<file path="src/rtl/fetch_queue.sv">
// First-word-fall-through queue decoupling instruction fetch from decode.
// Holds {instruction, PC} pairs; a redirect flush discards every buffered entry.
module fetch_queue #(
    parameter int unsigned DEPTH    = 4,
    parameter logic [31:0] NOP_INST = 32'h00000013
) (
    input  logic                     i_clk,
    input  logic                     i_rst_n,
    input  logic                     i_inst_valid,
    input  logic [31:0]              i_inst,
    input  logic [31:0]              i_fetch_pc,
    output logic                     o_ready,
    input  logic                     i_stall,
    input  logic                     i_flush,
    output logic                     o_valid,
    output logic [31:0]              o_inst,
    output logic [31:0]              o_pc,
    output logic [31:0]              o_pc_plus_4,
    output logic [$clog2(DEPTH):0]   o_count,
    output logic                     o_empty,
    output logic                     o_full
);

    localparam int unsigned AW = $clog2(DEPTH);
    localparam int unsigned PW = AW + 1;

    logic [PW-1:0] wr_ptr;
    logic [PW-1:0] rd_ptr;
    logic [PW-1:0] count_q;
    logic [31:0]   last_pc;
    logic [31:0]   inst_mem [DEPTH];
    logic [31:0]   pc_mem   [DEPTH];

    logic        empty;
    logic        full;
    logic        push;
    logic        pop;
    logic [31:0] head_inst;
    logic [31:0] head_pc;

    // MSB of each pointer is the wrap bit distinguishing full from empty
    assign empty = (wr_ptr == rd_ptr);
    assign full  = (wr_ptr[AW-1:0] == rd_ptr[AW-1:0]) && (wr_ptr[AW] != rd_ptr[AW]);

    assign o_ready = !full;
    assign o_valid = !empty && !i_flush;
    assign push    = i_inst_valid && !full && !i_flush;
    assign pop     = o_valid && !i_stall;

    assign head_inst = inst_mem[rd_ptr[AW-1:0]];
    assign head_pc   = pc_mem[rd_ptr[AW-1:0]];

    assign o_inst      = empty ? NOP_INST : head_inst;
    assign o_pc        = empty ? last_pc : head_pc;
    assign o_pc_plus_4 = o_pc + 32'd4;
    assign o_count     = count_q;
    assign o_empty     = empty;
    assign o_full      = full;

    // Pointer, occupancy and last-consumed-PC state
    always_ff @(posedge i_clk or negedge i_rst_n) begin
        if (!i_rst_n) begin
            wr_ptr  <= '0;
            rd_ptr  <= '0;
            count_q <= '0;
            last_pc <= '0;
        end else if (i_flush) begin
            rd_ptr  <= wr_ptr;
            count_q <= '0;
        end else begin
            if (push) begin
                wr_ptr <= wr_ptr + PW'(1);
            end
            if (pop) begin
                rd_ptr  <= rd_ptr + PW'(1);
                last_pc <= head_pc;
            end
            case ({push, pop})
                2'b10:   count_q <= count_q + PW'(1);
                2'b01:   count_q <= count_q - PW'(1);
                default: count_q <= count_q;
            endcase
        end
    end

    // Storage is not reset; only slots behind valid pointers are ever read out
    always_ff @(posedge i_clk) begin
        if (push) begin
            inst_mem[wr_ptr[AW-1:0]] <= i_inst;
            pc_mem[wr_ptr[AW-1:0]]   <= i_fetch_pc;
        end
    end

endmodule

</file>
<file path="config.mk">
export PLATFORM = sky130hd
export DESIGN_NAME = fetch_queue
export DESIGN_NICKNAME = d
export VERILOG_FILES = /design/src/rtl/fetch_queue.sv
export SDC_FILE = /design/constraint.sdc
export NUM_CORES = 1
export LEC_CHECK = 0
export CAP_MARGIN = 20
export CORE_MARGIN = 1
export CORE_UTILIZATION = 25
export DETAILED_ROUTE_END_ITERATION = 8
export PLACE_DENSITY = 0.47
export SLEW_MARGIN = 10
export SYNTH_ARGS = -nofsm -noshare
export SYNTH_HDL_FRONTEND = slang
export SYNTH_SLANG_ARGS = --single-unit
export TNS_END_PERCENT = 5
</file>
<file path="constraint.sdc">
create_clock -name i_clk -period 8.7 [get_ports i_clk]
set_clock_uncertainty 0.1 [all_clocks]
set_input_delay 1.74 -clock i_clk [delete_from_list [all_inputs] [get_ports i_clk]]
set_output_delay 1.74 -clock i_clk [all_outputs]
set_load 0.02 [all_outputs]
</file>
==> results of run 1 <==
through the flow:
stage	util, %	setup slack (ns)	instance area [sq um]	cells
2_1_floorplan	-	3.27	12600	698
3_3_place_gp	30.1	2.70	15100	1517
3_5_place_dp	30.1	2.64	15100	1517
4_1_cts	32.3	2.03	16100	1578
5_1_grt	32.3	1.77	16100	1578
6_report	32.3	2.18	16100	1579
cell usage in the layout (no fill, tap or decap), drive strengths merged, types with 14 or more instances in the layout:
| master | n |
|---|---|
| xor2 | 23 |
| edfxtp | 256 |
| mux2 | 37 |
| clkbuf | 54 |
| and2 | 35 |
| xnor2 | 16 |
| nor2 | 16 |
| clkdlybuf4s50 | 170 |
| dfrtp | 41 |
| inv | 14 |
| nand2 | 67 |
| mux4 | 64 |
per-layer routing:
metal | track usage, % | vias to the layer above
met3 | 2.68 | 50
li1 | - | 3087
met4 | 3.40 | 4
met5 | 0 | -
met2 | 20.7 | 158
met1 | 16.5 | 3459
path summary, 6_finish.rpt:
path / start / to / slack, ns / cells past startpoint
worst max register to register: rd_ptr[0]$_DFFE_PN0P_ / pc_mem[3][2]$_DFFE_PP_ / 4.77 / 5
worst min-delay path: last_pc[0]$_DFFE_PN0P_ / last_pc[0]$_DFFE_PN0P_ / 0.40 / 1
max in group asynchronous: i_rst_n / rd_ptr[0]$_DFFE_PN0P_ / 6.74 / 2
worst min register to register: last_pc[0]$_DFFE_PN0P_ / last_pc[0]$_DFFE_PN0P_ / 0.40 / 1
min in group asynchronous: i_rst_n / last_pc[21]$_DFFE_PN0P_ / 1.23 / 2
worst max-delay path: rd_ptr[1]$_DFFE_PN0P_ / o_pc_plus_4[28] / 2.18 / 12
sequential cells by signal, indices dropped and copies added, names as in the netlist:
signal	count
wr_ptr	3
rd_ptr	3
inst_mem	128
pc_mem	128
o_count	3
last_pc	32
report_power, final:
part | switching (mW) | internal (mW) | total, mW
Sequential | 0.176 | 1.81 | 1.98
Clock | 0.552 | 0.849 | 1.40
Combinational | 1.92 | 1.58 | 3.50
Total | 2.65 | 4.23 | 6.88
cells by family (layout without fill, tap and decap cells):
kind of cell	count (synthesis)	count (layout)	share of synthesized area (%)
AO/OA/AOI/OAI	37	37	2.57
buffers and inverters	49	257	2.31
XOR/XNOR	39	39	2.97
other	0	1	0
flip-flops	297	297	69.0
AND/OR/NAND/NOR	158	158	6.77
multiplexers	111	111	15.6
adder cells (fa/ha/maj)	7	7	0.753
cell type report:
cell class                      count  area (sq um)  share of cell area (%)
Antenna cell                        1          2.50                  0.0155
Multi-Input combinational cell    352          3650                    22.6
Sequential cell                   297          8720                    54.0
Clock inverter                      7          83.8                   0.519
Inverter                           13          48.8                   0.302
Clock buffer                       54          1000                    6.19
Tap cell                          672           841                    5.21
Timing Repair Buffer              183          1800                    11.1
critical path, stage by stage, from the launching register on:
cell and delay [ns]:
dfrtp_4 0.58, xnor2_1 0.58, nand3_4 0.29, inv_1 0.42, nand2_1 0.10, and2_1 0.16
inv_1 0.07, ha_1 0.16, a21boi_2 0.39, nand4_4 0.26, nor4_2 0.36, xor2_1 0.17
clkdlybuf4s50_1 0.62
==> summary.txt, run 1 <==
Placement
  • DP HPWL: roughly 21,000 um
  • Placer Congestion: approximately 0.7
  • I/O Buffers: 171

Route
  • Max Used Layer: met5
  • Antenna viol nets, final: 0
  • Pre-antenna DRT Iters: 6
  • DRT met1 WL: 14,100 um
  • Vias: 6,758
  • Routed vias/inst: 4.28
  • WL/cell: 20.1 um
  • Initial DRC Count: 321
  • Met2 wire length: between 15,000 and 20,000 um
  • DRC: 0
  • Routed wire length: 31,800 um
  • Met3 routed WL: 1510 um

Layout
  • Layout cell share with drive strength beyond 1: about a fifth
  • Final nets: roughly 960
  • Fillers: 4,880
  • Layout area overhead: 27.8%

Status
  • Status: complete, no violations

Logic synthesis
  • Share of the yosys chip area belonging to registers: 69.0%
  • Post-synth EDFFs: 256
  • Most area-consuming cells after synthesis: edfxtp_1 61%, mux4_2 11%, dfrtp_1 8.1%, mux2_2 3.3%, nand2_1 2.0%
  • Count of different cell masters after synthesis: 53
  • Synth Instances: 698
  • Synth warn: 0
  • Synthesized area: 0.0126 sq mm
  • Synthesized area per cell: 18.1 sq um
  • Ys flop type: edfxtp_1
  • Top post-synthesis cells by count: 256 x edfxtp_1, 67 x nand2_1, 59 x mux4_2, 41 x dfrtp_1, 37 x mux2_2
  • Most common cell in the netlist: edfxtp_1
  • Post-synth top area cell: edfxtp_1
  • Syn nets: ~770
  • Top cell type's share of synthesized area: 60.9%
  • Ys async rst share: 13.8%
  • Flops & latches, synth: approximately 300

Clocking
  • H-tree Lvls: 2
  • # clock sinks: 297
  • # hold bufs at CTS: 0
  • Maximum root-to-sink buffer count: 3
  • Post-CTS Setup Repair Bufs: 0
  • Num CTS Buffers: 36
  • Clk root buf: clkbuf_16
  • PostCTS Resize Cnt: 0
  • Clk slew on worst S/H paths: ~0.05 ns
  • TritonCTS clock tree: built
  • Clock Latency Late Sink: ~0.5 ns

Floorplan
  • CORE AREA: 0.0500 sq mm
  • Die Y-Extent: ~230 um
  • Site row count: between 80 and 90
  • Die width: 227 um
  • Starting Density: approximately 25%
  • Ports: 172
  • Die area: 0.0514 sq mm

STA
  • Hold WS: a little over 0.4 ns
  • Fin crit period: roughly 6.5 ns
  • F_max: 153 MHz
  • Least-Margin Pin Slew: 0.919 ns
  • Unrepaired setup endpoints after global routing: no
  • Sum Neg Setup Slack: 0 ns
  • Final Max Slew Viols: 0
  • Final Hold Vio Count: 0
  • Setup-failing EPs final: 0
  • Tcrit/Tclk final: 75.0%
  • Worst slew margin: approximately two fifths

Worst setup path
  • Critical path required time: 6.86 ns
  • Critical Path End Type: primary output
  • Critical path fanouts, max: 15
  • Crit path kind: flip-flop to primary output
  • Crit path DAT: 4.68 ns
  • Setup crit start kind: flip-flop

GRT
  • Vias in the first global route: 7,177
  • Antenna violations before repair: 3
  • Largest net degree at the start of global routing: 56
  • First-pass GRT wire length: 47,400 um
  • All-layer global routing usage: 12.5%
  • Grt ovf: 0

Worst hold path
  • Worst hold path class: flip-flop to flip-flop

Power
  • Total power: 6.88 mW
  • Pwr/cell area: around 430 mW/mm^2
  • Peak supply drop: 0.184 mV
  • P_leak: approximately 5.4 nW

Flow run
  • Max_cap viols: 0
(Power assumes the default switching activity.)
==> run 2: changes to the inputs <==
==> constraint.sdc (replaced) <==
create_clock -name i_clk -period 6.4 [get_ports i_clk]
set_clock_uncertainty 0.1 [all_clocks]
set_input_delay 1.28 -clock i_clk [delete_from_list [all_inputs] [get_ports i_clk]]
set_output_delay 1.28 -clock i_clk [all_outputs]
set_load 0.02 [all_outputs]
==> summary.txt, run 2 (synthesized netlist as in run 1, its figures left out) <==
STA
  • Unrepaired setup endpoints after global routing: no
  • Tcrit/Tclk final: between 90% and 100%
  • F_max: roughly 170 MHz
  • Fin crit period: a little under 6 ns
  • Sum Neg Setup Slack: 0 ns (unchanged)
  • Setup-failing EPs final: 0 (unchanged)
  • Final worst slack: 0.540 ns (-1.64 ns)
  • Worst slew margin: 32.6% (-6.2 points)
  • Least-Margin Pin Slew: 1.01 ns (+0.0923 ns)
  • Final Hold Vio Count: 0 (unchanged)
  • Final Max Slew Viols: 0 (unchanged)

Clocking
  • PostCTS Resize Cnt: 0 (unchanged)
  • H-tree Lvls: 2 (unchanged)
  • Clk root buf: clkbuf_16
  • Clock Latency Late Sink: 0.53 ns (+0.02 ns)
  • # clock sinks: 297 (unchanged)
  • Clk slew on worst S/H paths: 0.06 ns (about the same)
  • Maximum root-to-sink buffer count: 3 (unchanged)
  • Post-CTS Setup Repair Bufs: 0 (unchanged)
  • # hold bufs at CTS: 0 (unchanged)
  • Num CTS Buffers: 35 (-2.8%)
  • TritonCTS clock tree: built

GRT
  • Antenna violations before repair: 5 (+2)
  • Vias in the first global route: 7,229 (+0.72%)
  • All-layer global routing usage: 12.5% (-0.054 points)
  • Largest net degree at the start of global routing: 58 (+3.6%)
  • First-pass GRT wire length: 46,700 um (-1.4%)
  • Grt ovf: 0 (unchanged)

Power
  • Total power: 9.38 mW (+36%)
  • P_leak: 5.43 nW (+0.60%)
  • Peak supply drop: 0.269 mV (+46%)
  • Pwr/cell area: 579 mW/mm^2 (+36%)

Worst hold path
  • Hold Crit Start: last_pc[31]$_DFFE_PN0P_
  • Worst hold path class: flip-flop to flip-flop
  • Min-Delay Path Depth: 1 (unchanged)
  • Worst Hold End: last_pc[31]$_DFFE_PN0P_

Route
  • Initial DRC Count: 299 (-6.9%)
  • Antenna viol nets, final: 0 (unchanged)
  • Vias: 6,792 (+0.50%)
  • WL/cell: 19.9 um (-1.1%)
  • Pre-antenna DRT Iters: 6 (unchanged)
  • Routed wire length: 31,500 um (-0.75%)
  • Routed vias/inst: 4.29 (+0.12%)
  • DRC: 0 (unchanged)

Layout
  • Most frequent cells in the layout: 256 x edfxtp_1, 170 x clkdlybuf4s50_1, 67 x nand2_1
  • Layout Utilization: 32.4% (+0.095 points)
  • Layout cell share with drive strength beyond 1: 21.7% (+1.4 points)
  • Layout area overhead: 28.2%
  • Final nets: 962 (+0.31%)
  • Fillers: 4,926 (+0.94%)
  • Commonest non-fill, non-tap cell in the layout: edfxtp_1

Placement
  • Placer Congestion: 0.729 (+3.8%)
  • DP HPWL: 19,800 um (-4.0%)
  • I/O Buffers: 171 (unchanged)
  • Place WS: 1.04 ns (-1.60 ns)

Flow run
  • Max_cap viols: 0 (unchanged)

Worst setup path
  • FF-to-FF Start: rd_ptr[1]$_DFFE_PN0P_
  • Crit path DAT: 4.48 ns (-0.20 ns)
  • Flop2flop setup slack: 2.83 ns (-1.94 ns)
  • FF-to-FF End: inst_mem[2][7]$_DFFE_PP_
  • Crit path kind: flip-flop to primary output
  • Critical path fanouts, max: 22 (+7)
  • Setup crit start kind: flip-flop
  • Critical Path End Type: primary output
  • FF-to-FF path depth: 7 (+2)
  • Critical path required time: 5.02 ns (-1.84 ns)

Floorplan
  • Site row count: 82 (unchanged)
  • Die Y-Extent: 227 um (unchanged)
  • Ports: 172 (unchanged)
  • Die width: 227 um (unchanged)
  • Starting Density: 25.3% (unchanged)
  • Die area: 0.0514 sq mm (unchanged)
  • CORE AREA: 0.0500 sq mm (unchanged)

Status
  • Status: complete, no violations
run 2: power by group:
group	internal, mW	switching [mW]	total, mW
logic	2.16	2.68	4.84
registers	2.46	0.181	2.64
clock network	1.12	0.774	1.90
total	5.74	3.63	9.38
run 2: per-layer routing:
metal  vias to the layer above  track usage, %  wire length, um
met1                      3490            16.1            13800
li1                       3095               -                -
met2                       144            20.6            15400
met5                         -               0               52
met4                         8            4.25              714
met3                        55            2.89             1550
run 2: area by class of cell:
cell class / instances / area, sq um / share of cell area [%]
well taps: 672 / 841 / 5.19
clock buffers: 47 / 983 / 6.07
multi-input cells: 352 / 3650 / 22.6
diodes: 1 / 2.50 / 0.0155
inverters: 13 / 48.8 / 0.301
flip-flops and latches: 297 / 8720 / 53.8
repair buffers: 187 / 1830 / 11.3
clock inverters: 16 / 118 / 0.726
run 2: how the worst max path moves through the flow:
stage                          start               to  slack (ns)
5_1_grt        rd_ptr[1]$_DFFE_PN0P_  o_pc_plus_4[28]        0.17
2_1_floorplan  rd_ptr[0]$_DFFE_PN0P_  o_pc_plus_4[28]        1.43
4_1_cts        rd_ptr[1]$_DFFE_PN0P_  o_pc_plus_4[28]        0.43
6_report       rd_ptr[1]$_DFFE_PN0P_  o_pc_plus_4[28]        0.54
3_5_place_dp   rd_ptr[1]$_DFFE_PN0P_  o_pc_plus_4[28]        1.04
3_3_place_gp   rd_ptr[1]$_DFFE_PN0P_  o_pc_plus_4[28]        1.11
run 2: per-stage QoR:
step                      std cells  hold WS (ns)  area [sq um]
after global placement         1521         0.386         15100
after detailed placement       1521         0.396         15100
after CTS                      1584         0.410         16200
final                          1585         0.408         16200
after global routing           1584         0.435         16200
after floorplan                 698         0.377         12600
run 2: worst max-delay path: stages, from the launching register on:
cell and delay [ns]:
dfrtp_4 0.48, xnor2_1 0.51, nand3_4 0.40, inv_1 0.29, nand2_1 0.07, and2_1 0.14
inv_1 0.08, ha_1 0.17, a21boi_2 0.39, nand4_4 0.26, nor4_2 0.36, xor2_1 0.17
clkdlybuf4s50_1 0.62
==> run 3: changes to the inputs <==
--- a/config.mk
+++ b/config.mk
@@ -10,6 +10,7 @@
 export CORE_UTILIZATION = 25
 export DETAILED_ROUTE_END_ITERATION = 8
 export PLACE_DENSITY = 0.47
+export REMOVE_ABC_BUFFERS = 1
 export SLEW_MARGIN = 10
 export SYNTH_ARGS = -nofsm -noshare
 export SYNTH_HDL_FRONTEND = slang
==> summary.txt, run 3 (synthesized netlist as in run 1, its figures left out) <==
Status
  • Status: complete, no violations

Clocking
  • PostCTS Resize Cnt: 0 (unchanged)
  • H-tree Lvls: 2 (unchanged)
  • TritonCTS clock tree: built
  • # clock sinks: 297 (unchanged)
  • Maximum root-to-sink buffer count: 3 (unchanged)
  • # hold bufs at CTS: 0 (unchanged)
  • Num CTS Buffers: 36 (+2.9%)
  • Clk slew on worst S/H paths: 0.05 ns (about the same)
  • Clock Latency Late Sink: 0.53 ns (about the same)
  • Post-CTS Setup Repair Bufs: 0 (unchanged)
  • Clk root buf: clkbuf_16

GRT
  • All-layer global routing usage: 12.9% (+0.47 points)
  • Antenna violations before repair: 6 (+1)
  • First-pass GRT wire length: 48,200 um (+3.1%)
  • Largest net degree at the start of global routing: 55 (-5.2%)
  • Vias in the first global route: 7,282 (+0.73%)
  • Grt ovf: 0 (unchanged)

STA
  • Final Max Slew Viols: 0 (unchanged)
  • Fin crit period: 5.74 ns (-0.116 ns)
  • Least-Margin Pin Slew: 1.02 ns (+0.00867 ns)
  • Final Hold Vio Count: 0 (unchanged)
  • Worst slew margin: 32.0% (-0.58 points)
  • Hold WS: 0.401 ns (-0.00700 ns)
  • Unrepaired setup endpoints after global routing: no
  • Tcrit/Tclk final: 89.8% (-1.8 points)
  • Setup-failing EPs final: 0 (unchanged)
  • F_max: 174 MHz (+2.0%)

Worst setup path
  • FF-to-FF path depth: 6 (-1)
  • Critical path fanouts, max: 28 (+27%)
  • Crit path kind: flip-flop to primary output
  • Slowest-stage cell, CP: dfrtp_4
  • CP Launch Point: rd_ptr[0]$_DFFE_PN0P_
  • Critical path required time: 5.02 ns (about the same)
  • CP cell instances: buf_4 -> mux4_2 -> nand2_1 -> o22ai_2 -> nand4_2 -> nor4b_2 -> xor2_1 -> clkdlybuf4s50_1
  • Critical Path End Type: primary output
  • FF-to-FF Start: rd_ptr[0]$_DFFE_PN0P_
  • FF-to-FF End: inst_mem[3][19]$_DFFE_PP_
  • Setup crit start kind: flip-flop
  • Setup crit end: o_pc_plus_4[29]
  • Crit path DAT: 4.36 ns (-0.12 ns)
  • Flop2flop setup slack: 2.80 ns (-0.03 ns)
  • Critical path's largest stage delay: 0.86 ns (+0.24 ns)

Floorplan
  • CORE AREA: 0.0500 sq mm (unchanged)
  • Die area: 0.0514 sq mm (unchanged)
  • Site row count: 82 (unchanged)
  • Starting Density: 25.3% (unchanged)
  • Die Y-Extent: 227 um (unchanged)
  • Ports: 172 (unchanged)
  • Die width: 227 um (unchanged)

Route
  • Vias: 6,795 (+0.044%)
  • DRC: 0 (unchanged)
  • Antenna viol nets, final: 0 (unchanged)
  • Initial DRC Count: 365 (+22%)
  • Routed wire length: 32,800 um (+4.0%)
  • WL/cell: 20.7 um (+4.0%)
  • Routed vias/inst: 4.29 (about the same)
  • Pre-antenna DRT Iters: 5 (-1)

Worst hold path
  • Min-Delay Path Depth: 1 (unchanged)
  • Worst hold path class: flip-flop to flip-flop

Layout
  • Fillers: 4,882 (-0.89%)
  • Area of the multi-input gates: 0.00365 sq mm (unchanged)
  • Non-Filler Instances: 1,585 (unchanged)
  • # diodes: 0 (-1)
  • Register area: 0.00872 sq mm (unchanged)
  • Layout area overhead: 28.4%
  • Final nets: 964 (+0.21%)
  • Commonest non-fill, non-tap cell in the layout: edfxtp_1
  • Layout Utilization: 32.5% (+0.040 points)
  • Most frequent cells in the layout: 256 x edfxtp_1, 170 x clkdlybuf4s50_1, 67 x nand2_1
  • Layout cell share with drive strength beyond 1: 21.4% (-0.35 points)

Power
  • Pwr/cell area: 587 mW/mm^2 (+1.4%)
  • P_leak: 5.44 nW (+0.20%)
  • Peak supply drop: 0.237 mV (-12%)

Placement
  • DP HPWL: 21,000 um (+5.9%)
  • Placer Congestion: 0.725 (-0.55%)
  • I/O Buffers: 171 (unchanged)
  • Post-Place Cells: 1,522 (+0.066%)

Flow run
  • Max_cap viols: 0 (unchanged)
run 3: changes by cell type in the layout (fill, tap and decap cells not counted):
cell	delta
inv_8	-1
clkinvlp_4	-1
buf_4	+1
diode_2	-1
clkbuf_1	+1
clkbuf_8	-2
clkinv_1	+3
clkinv_4	-1
clkinv_2	-1
bufinv_16	+2
run 3: critical path: cells and delay by family, from the launching register on:
family	cells	cell delay (ns)
compound gates	1	0.36
xor+xnor	1	0.18
buf+inv	2	1.13
flops	1	0.86
mux	1	0.36
simple gates	3	0.91
run 3: final cells by class:
type                            count  area share (%)
Sequential cell                   297            53.8
Clock inverter                     17           0.965
Tap cell                          672            5.19
Clock buffer                       46            5.92
Timing Repair Buffer              188            11.3
Inverter                           13           0.301
Multi-Input combinational cell    352            22.5
run 3: worst min-delay path by stage:
| stage | startpoint | end |
|---|---|---|
| after floorplan | last_pc[29]$_DFFE_PN0P_ | last_pc[29]$_DFFE_PN0P_ |
| after global placement | last_pc[30]$_DFFE_PN0P_ | last_pc[30]$_DFFE_PN0P_ |
| after detailed placement | last_pc[30]$_DFFE_PN0P_ | last_pc[30]$_DFFE_PN0P_ |
| after CTS | last_pc[30]$_DFFE_PN0P_ | last_pc[30]$_DFFE_PN0P_ |
| after global routing | last_pc[0]$_DFFE_PN0P_ | last_pc[0]$_DFFE_PN0P_ |
| final | last_pc[30]$_DFFE_PN0P_ | last_pc[30]$_DFFE_PN0P_ |
run 3: per-layer routing:
layer  track usage (%)  wire [um]  share of wire [%]  vias to the layer above
li1                  -          -                  -                     3105
met1              16.9      14600                 45                     3449
met2              20.8      15400                 47                      185
met3              3.86       2080                6.4                       48
met4              3.44        637                1.9                        8
met5                 0         57               0.17                        -
run 3: where the power goes:
part | switching [mW] | internal [mW]
clock network | 0.785 | 1.18
logic | 2.70 | 2.17
registers | 0.238 | 2.45
total | 3.72 | 5.80
run 3: stage by stage:
stage	cell area [sq um]	worst slack (ns)	total power [mW]	setup TNS (ns)
after floorplan	12400	-0.972	5.46	-25.93
after global routing	16200	0.279	10.1	0
after CTS	16200	0.436	9.72	0
final	16200	0.656	9.52	0
after global placement	15100	1.11	7.71	0
after detailed placement	15100	1.03	7.71	0
